## config.mk

```make
export PLATFORM = sky130hd
export DESIGN_NAME = mips_alu
export DESIGN_NICKNAME = d
export VERILOG_FILES = /design/src/rtl/mips_alu.sv
export SDC_FILE = /design/constraint.sdc
export NUM_CORES = 1
export LEC_CHECK = 0
export CORE_UTILIZATION = 55
export CTS_CLUSTER_DIAMETER = 40
export DETAILED_ROUTE_END_ITERATION = 6
export GPL_ROUTABILITY_DRIVEN = 0
export PLACE_DENSITY = 0.78
export RECOVER_POWER = 25
export SYNTH_ARGS = -nofsm -noshare
export SYNTH_HDL_FRONTEND = slang
export SYNTH_SLANG_ARGS = --single-unit
```

## constraint.sdc

```tcl
create_clock -name clk -period 10.4 [get_ports clk]
set_clock_uncertainty 0.05 [all_clocks]
set_input_delay 2.08 -clock clk [delete_from_list [all_inputs] [get_ports clk]]
set_output_delay 2.08 -clock clk [all_outputs]
set_load 0.02 [all_outputs]
```

## src/rtl/mips_alu.sv

```systemverilog
// mips_alu: execute-stage ALU. ADD/SUB/AND/OR/illegal codes complete in one
// cycle. MUL is an unsigned shift-add taking WIDTH iteration cycles and
// producing a 2*WIDTH product. The input handshake stalls while MUL runs.
module mips_alu #(
  parameter int WIDTH = 32
) (
  input  logic               clk,
  input  logic               rst_n,
  input  logic               in_valid,
  output logic               in_ready,
  input  logic [3:0]         ctrl_command,
  input  logic [WIDTH-1:0]   op_a,
  input  logic [WIDTH-1:0]   op_b,
  output logic [WIDTH-1:0]   result,
  output logic [WIDTH-1:0]   result_hi,
  output logic               zero,
  output logic               overflow,
  output logic               illegal,
  output logic               out_valid
);

  localparam int CW = (WIDTH > 1) ? $clog2(WIDTH) : 1;
  localparam logic [CW-1:0] LAST = CW'(WIDTH - 1);

  typedef enum logic [0:0] {
    ST_IDLE,
    ST_MUL
  } state_t;

  typedef enum logic [3:0] {
    OP_ADD = 4'b0000,
    OP_SUB = 4'b0001,
    OP_MUL = 4'b0010,
    OP_AND = 4'b0110,
    OP_OR  = 4'b0111
  } op_t;

  state_t               state, state_nxt;
  logic [CW-1:0]        cnt;
  logic [WIDTH-1:0]     mcand;
  // Product register: the upper half is the accumulator, the lower half
  // holds the multiplier. Shifting the whole register right shifts the
  // accumulator and the multiplier together, so bit 0 is always the
  // current multiplier bit and no bit is ever discarded unused.
  logic [2*WIDTH-1:0]   prod;
  logic [2*WIDTH-1:0]   prod_nxt;
  logic [WIDTH:0]       mul_sum;

  logic [WIDTH-1:0]     alu_res;
  logic                 alu_ovf;
  logic                 alu_ill;

  assign in_ready = (state == ST_IDLE);

  // One shift-add iteration: conditional add into the upper half, then shift.
  always_comb begin
    mul_sum  = {1'b0, prod[2*WIDTH-1:WIDTH]} + (prod[0] ? {1'b0, mcand} : '0);
    prod_nxt = {mul_sum, prod[WIDTH-1:1]};
  end

  // Single-cycle operations and their flags.
  always_comb begin
    alu_res = '0;
    alu_ovf = 1'b0;
    alu_ill = 1'b0;
    case (ctrl_command)
      OP_ADD: begin
        alu_res = op_a + op_b;
        alu_ovf = (op_a[WIDTH-1] == op_b[WIDTH-1]) && (alu_res[WIDTH-1] != op_a[WIDTH-1]);
      end
      OP_SUB: begin
        alu_res = op_a - op_b;
        alu_ovf = (op_a[WIDTH-1] != op_b[WIDTH-1]) && (alu_res[WIDTH-1] != op_a[WIDTH-1]);
      end
      OP_AND:  alu_res = op_a & op_b;
      OP_OR:   alu_res = op_a | op_b;
      default: alu_ill = 1'b1;
    endcase
  end

  // State register.
  always_ff @(posedge clk or negedge rst_n) begin
    if (!rst_n) state <= ST_IDLE;
    else        state <= state_nxt;
  end

  // Next-state logic: only MUL leaves IDLE; MUL returns after the last iteration.
  always_comb begin
    state_nxt = state;
    case (state)
      ST_IDLE: if (in_valid && (ctrl_command == OP_MUL)) state_nxt = ST_MUL;
      ST_MUL:  if (cnt == LAST) state_nxt = ST_IDLE;
      default: state_nxt = ST_IDLE;
    endcase
  end

  // Datapath: result/flag registers, multiplier operands and iteration counter.
  always_ff @(posedge clk or negedge rst_n) begin
    if (!rst_n) begin
      cnt       <= '0;
      mcand     <= '0;
      prod      <= '0;
      result    <= '0;
      result_hi <= '0;
      zero      <= 1'b0;
      overflow  <= 1'b0;
      illegal   <= 1'b0;
      out_valid <= 1'b0;
    end else begin
      out_valid <= 1'b0;
      case (state)
        ST_IDLE: begin
          if (in_valid) begin
            if (ctrl_command == OP_MUL) begin
              mcand <= op_a;
              prod  <= {{WIDTH{1'b0}}, op_b};
              cnt   <= '0;
            end else begin
              result    <= alu_res;
              result_hi <= '0;
              zero      <= (alu_res == '0);
              overflow  <= alu_ovf;
              illegal   <= alu_ill;
              out_valid <= 1'b1;
            end
          end
        end
        ST_MUL: begin
          prod <= prod_nxt;
          cnt  <= cnt + CW'(1);
          if (cnt == LAST) begin
            result    <= prod_nxt[WIDTH-1:0];
            result_hi <= prod_nxt[2*WIDTH-1:WIDTH];
            zero      <= (prod_nxt[WIDTH-1:0] == '0);
            overflow  <= 1'b0;
            illegal   <= 1'b0;
            out_valid <= 1'b1;
          end
        end
        default: ;
      endcase
    end
  end

endmodule

```

==> run metrics <==
total vias in the final route=13,500; Slew @ Worst Pin=5.66 ns; CP Max Fanout=107; Root Driver=clkbuf_16; failing checks=design-rule violations, max-capacitance violations, max-slew violations; post-synth top area share=0.317; Detail Route met3 WL=5.07 mm; largest family of logic cells by synthesized area=compound AO/OA/AOI/OAI gates; routed length per instance=19.9 µm; I/O pin cnt=140; Layout fillers=2,055; VDD IR max=0.127 mV; H-tree depth=4; Post-CTS Hold Buffers=0; maximum clock rate=144 MHz; vias in the first global route=12,500; RSZ-0062 raised after global routing=false; Comb pwr share=0.455; die height=158 µm; yosys synthesis warning count=0; Finished Core Util=0.656; total track usage=0.340; Setup TNS=0 ns; status=finished, violations left; max_slew headroom=-2.77; CTS clk-pin slew, worst paths=0.06 ns; post-synthesis sequential area ratio=0.317; area post-placement=15,000 µm²; top cells by area, synth=dfrtp_1 (32%), ha_1 (13%), nand2_1 (7.1%); Pwr Total=3.15 mW; HP Class=reg -> reg; Buf/Inv on CP=1; Adder-Cell Fraction of Synth Area=0.133; Die ar.=25,100 µm²; Synth Area in Simple Gates=0.197; Mapped Avg Cell Area=7.87 µm²; initial antenna violation count=2; max-slew violations=108; crit-path cells=clkbuf_1; switching power=1.33 mW; most common cell after layout, fill and taps aside=nand2_1; Worst Hold Path Cells=2; switching share of power=0.423; Seq cells post-synth=170; Remaining Overflow, GRT=0; async set-reset flop share out of synthesis=1.00; WL met1=17.6 mm; Post-Synth XOR/XNOR Area=0.0346; initial cell density of the core=0.567; nets=1,999; number of setup buffers added after CTS=0; CP max stage cell=clkbuf_1; layout cells sized above 1=0.0394; standard-cell rows=56; number of distinct library cells after synthesis=76; Routed WL=42.1 mm; ys flop type=dfrtp_1; Reg2Reg Depth=15; CP startpoint kind=input pin; Die X=158 µm; vias per inst=6.35; EDFF count, synth=0; Worst Path Required=9.51 ns; final setup fails=0; CTS Sinks=170; Top delay family on crit path=buffers and inverters; Area Overhead vs Synth=15.7%; Crit path arrival time=6.04 ns; CTS tree=yes; dpl hpwl=31.0 mm; Syn Std Cell Area=13,400 µm²; max_cap viols=1; clock period minus worst slack=6.93 ns; Flop pwr share=0.354; first-pass GRT wire length=66.0 mm; Fin. Hold Viols=0; area used by multi-input combinational logic=8440 µm²; Clock Tree Buf Depth=2; Top Metal Used=met5; CP endpoint kind=async pin; met2 WL post-DR=18.0 mm; Int Pwr=1.81 mW; slowest stage delay, CP=3.90 ns; fin crit share=0.667; Register Area=4260 µm²; Pwr Density=202 nW/µm²; Synth Area in Compound Gates=0.257; Clk network pwr share=0.191; Syn Inst Count=1,707; critical path class=in -> async; CTS Buf Count=17; Buffers on Ports=139; multiplexer share of the synthesized area=0.00531; clk_lat worst skew=0.43 ns; first drt pass iteration count=7; Syn Nets=1,919; P_leak=7.27 nW; maximum number of pins on one net before global-route repair=108; remaining antenna violation count=0; most frequent cells in the layout=nand2_1 (254), dfrtp_1 (169), o21ai_0 (143), a21oi_1 (143), nor2_1 (141); initial DRC count=1,964; core outline area=23,700 µm²; DRC viols=15; post-CTS resize count=0; CP Depth=1; Final Cell Area=15,500 µm²; Synth area leader=dfrtp_1
==> synthesized netlist by cell type, types with 8 or more instances <==
library cell	number
or3_1	12
a21oi_1	143
dfrtp_1	170
o21a_1	11
nor2b_1	8
nand2_1	254
nand3_1	32
a22o_1	13
nor3_1	26
xnor2_1	39
nand4_1	12
nor2_1	143
o21ai_0	143
o211ai_1	14
o21bai_1	12
nand2b_1	14
o22ai_1	23
a31oi_1	25
o21ai_1	14
a21o_1	35
clkbuf_1	78
buf_1	14
and2_1	36
nor4_1	21
inv_1	102
xor2_1	14
a211oi_1	23
ha_1	138
o31ai_1	15
==> routing by layer <==
layer / track usage / vias up
met3: 0.0966 / 151
li1: - / 6195
met5: 0 / -
met2: 0.515 / 862
met4: 0.0971 / 2
met1: 0.472 / 6260
==> cell families after synthesis <==
family / after synthesis
mux: 7
compound gates: 548
buf+inv: 201
simple gates: 587
fa+ha+maj: 141
xor+xnor: 53
flops: 170
==> worst paths after layout <==
path	startpoint	end	slack (ns)
min in group asynchronous	rst_n	result_hi[3]	3.69
min reg2reg	result[23]	result[23]	0.42
min	result[23]	result[23]	0.42
max in group clk	op_a[18]	zero	4.16
max reg2reg	prod[0]	result_hi[25]	5.85
max	rst_n	mcand[31]	3.47
==> stage by stage <==
stage | setup slack [ns] | hold WS [ns] | std cells
after floorplan | 4.84 | 0.392 | 1707
after global placement | 3.98 | 0.405 | 2087
after detailed placement | 3.83 | 0.410 | 2087
after CTS | 4.26 | 0.425 | 2119
after global routing | 2.35 | 0.436 | 2119
final | 3.47 | 0.418 | 2120
==> state kept, by name (all words and copies together), names as in the netlist <==
name and flops:
illegal 1, zero 1, overflow 1, prod 64
result_hi 32, state 1, out_valid 1, result 32
cnt 5, mcand 32
==> power groups by stage <==
stage                     combinational [mW]  sequential, mW  clock [mW]
after floorplan                        0.849            1.15           0
after global placement                  1.36            1.11           0
after detailed placement                1.40            1.11           0
after CTS                               1.41            1.10       0.603
after global routing                    1.58            1.14       0.628
final                                   1.43            1.11       0.601
==> final cells by class <==
cell class | count | share of cell area
antenna | 1 | 0.000161
inverter | 107 | 0.0258
tap | 319 | 0.0257
sequential | 170 | 0.274
timing repair buffer | 155 | 0.0965
clock inverter | 13 | 0.00692
clock buffer | 19 | 0.0279
multi-input combinational | 1336 | 0.543
Power figures use the tool's default switching activity.
==> RTL change: new RTL, same settings <==
Remove the case item `OP_ADD` of the case on `ctrl_command`.
--- a/src/rtl/mips_alu.sv
+++ b/src/rtl/mips_alu.sv
@@ -65,8 +65,4 @@
     alu_ill = 1'b0;
     case (ctrl_command)
-      OP_ADD: begin
-        alu_res = op_a + op_b;
-        alu_ovf = (op_a[WIDTH-1] == op_b[WIDTH-1]) && (alu_res[WIDTH-1] != op_a[WIDTH-1]);
-      end
       OP_SUB: begin
         alu_res = op_a - op_b;
Function: changed (a bounded check fails within 4 cycles, from zero or initial values and one cycle with rst_n low).
==> RTL change against the original RTL <==
  * The flow finishes with violations (capacitance limit, slew limit)
  * Final area shrank 8.8%
  * Power is 5.0% lower
  * Sequential cell count did not move
  * Via count decreased by 19%
  * Routed wire length is 21% lower
  * Setup slack worse by 0.0070 ns
  * Synthesized area decreased by 9.7%
  * Sequential power barely moved
==> RTL change: results (changes against the original RTL) <==
| Metric | Value |
|---|---|
| Status | `finished, violations left` |
| Violated checks | `capacitance limit, slew limit` |
| Met2 Usage GRT | `47.4% (-4.0 points)` |
| Share of layout cells above drive strength 1 | `5.15% (+1.2 points)` |
| TritonRoute pass-1 iters | `6 (-1)` |
| Leak pwr | `6.92 nW (-4.8%)` |
| Inst Count DP | `1798 (-14%)` |
| Sequential share of the synthesized area | `35.1% (+3.4 points)` |
| Crit Path Max Fanout | `62 (-42%)` |
| Hold path startpoint | `result_hi[26]` |
| Routed WL | `33400 um (-21%)` |
| Detail Placement HPWL | `24500 um (-21%)` |
| Slew Limit Fails | `157 (+45%)` |
| GR Util met3 | `5.55% (-4.1 points)` |
| DRC Markers | `0 (-15)` |
| Initial DRC count | `1070 (-46%)` |
| Top cells by count, synth | `nand2_1, dfrtp_1, o21ai_0` |
| Max Cap Viol | `2 (+1)` |
| Synth Instances | `1440 (-16%)` |
| Grt met1 use | `41.6% (-5.5 points)` |
| Rel. slew slack | `-247% (+31 points)` |
| Max rail drop VDD | `0.000126 V (-0.48%)` |
| Fin Hold WS | `0.422 ns (+0.00427 ns)` |
| Crit. Startpoint | `ctrl_command[0]` |
| Top cells by area, synth | `dfrtp_1, ha_1, nand2_1, o21ai_0, a21oi_1` |
| Hold endpoint | `result_hi[26]` |
| Number of global-route vias before repair | `10377 (-17%)` |
==> RTL change: cell count changes in the layout (fill, tap and decap cells not counted), moves of 10 or more <==
cell / unedited run / this run
nand2_1: 254 / 225
o22ai_1: 23 / 13
nor2_1: 141 / 93
nand3_1: 31 / 14
a31oi_1: 25 / 10
a21oi_1: 143 / 97
a211oi_1: 23 / 13
==> RTL change: area by class of cell <==
| class | instances | area (um2) |
|---|---|---|
| clock inverters | 11 | 87.6 |
| well taps | 275 | 344 |
| repair buffers | 151 | 1470 |
| clock buffers | 20 | 457 |
| multi-input cells | 1104 | 7200 |
| fillers | 1784 | 7180 |
| flip-flops and latches | 170 | 4260 |
| inverters | 98 | 368 |
==> RTL change: worst max-delay path by stage <==
stage,end,cells after the start,slack (ns)
5_1_grt,state,2,2.69
3_3_place_gp,zero,14,4.30
4_1_cts,zero,14,4.64
3_5_place_dp,zero,14,4.25
2_1_floorplan,zero,14,5.16
6_report,zero,12,3.46
==> RTL change: logic make-up (layout without fill, tap and decap cells) <==
family	count (synthesis)	count (layout)	share of synthesized area [%]
xor gates and xnor gates	52	52	3.82
adders and majority gates	131	131	13.6
buffers and inverters	166	280	5.84
muxes	18	18	1.53
AOI/OAI and AO/OA	411	411	21.0
and+or+nand+nor	492	492	19.1
DFF	170	170	35.1
==> RTL change: power by group through the flow <==
stage          sequential, mW  combinational [mW]  clock (mW)
2_1_floorplan            1.15               0.740           0
3_3_place_gp             1.11                1.24           0
3_5_place_dp             1.12                1.27           0
4_1_cts                  1.11                1.28       0.607
5_1_grt                  1.14                1.41       0.634
6_report                 1.11                1.27       0.601
==> RTL change: layer usage <==
layer / vias up / routed length (um)
met5: - / 0
met4: 0 / 1120
met3: 97 / 3120
met2: 560 / 15000
met1: 5117 / 14200
li1: 5193 / -
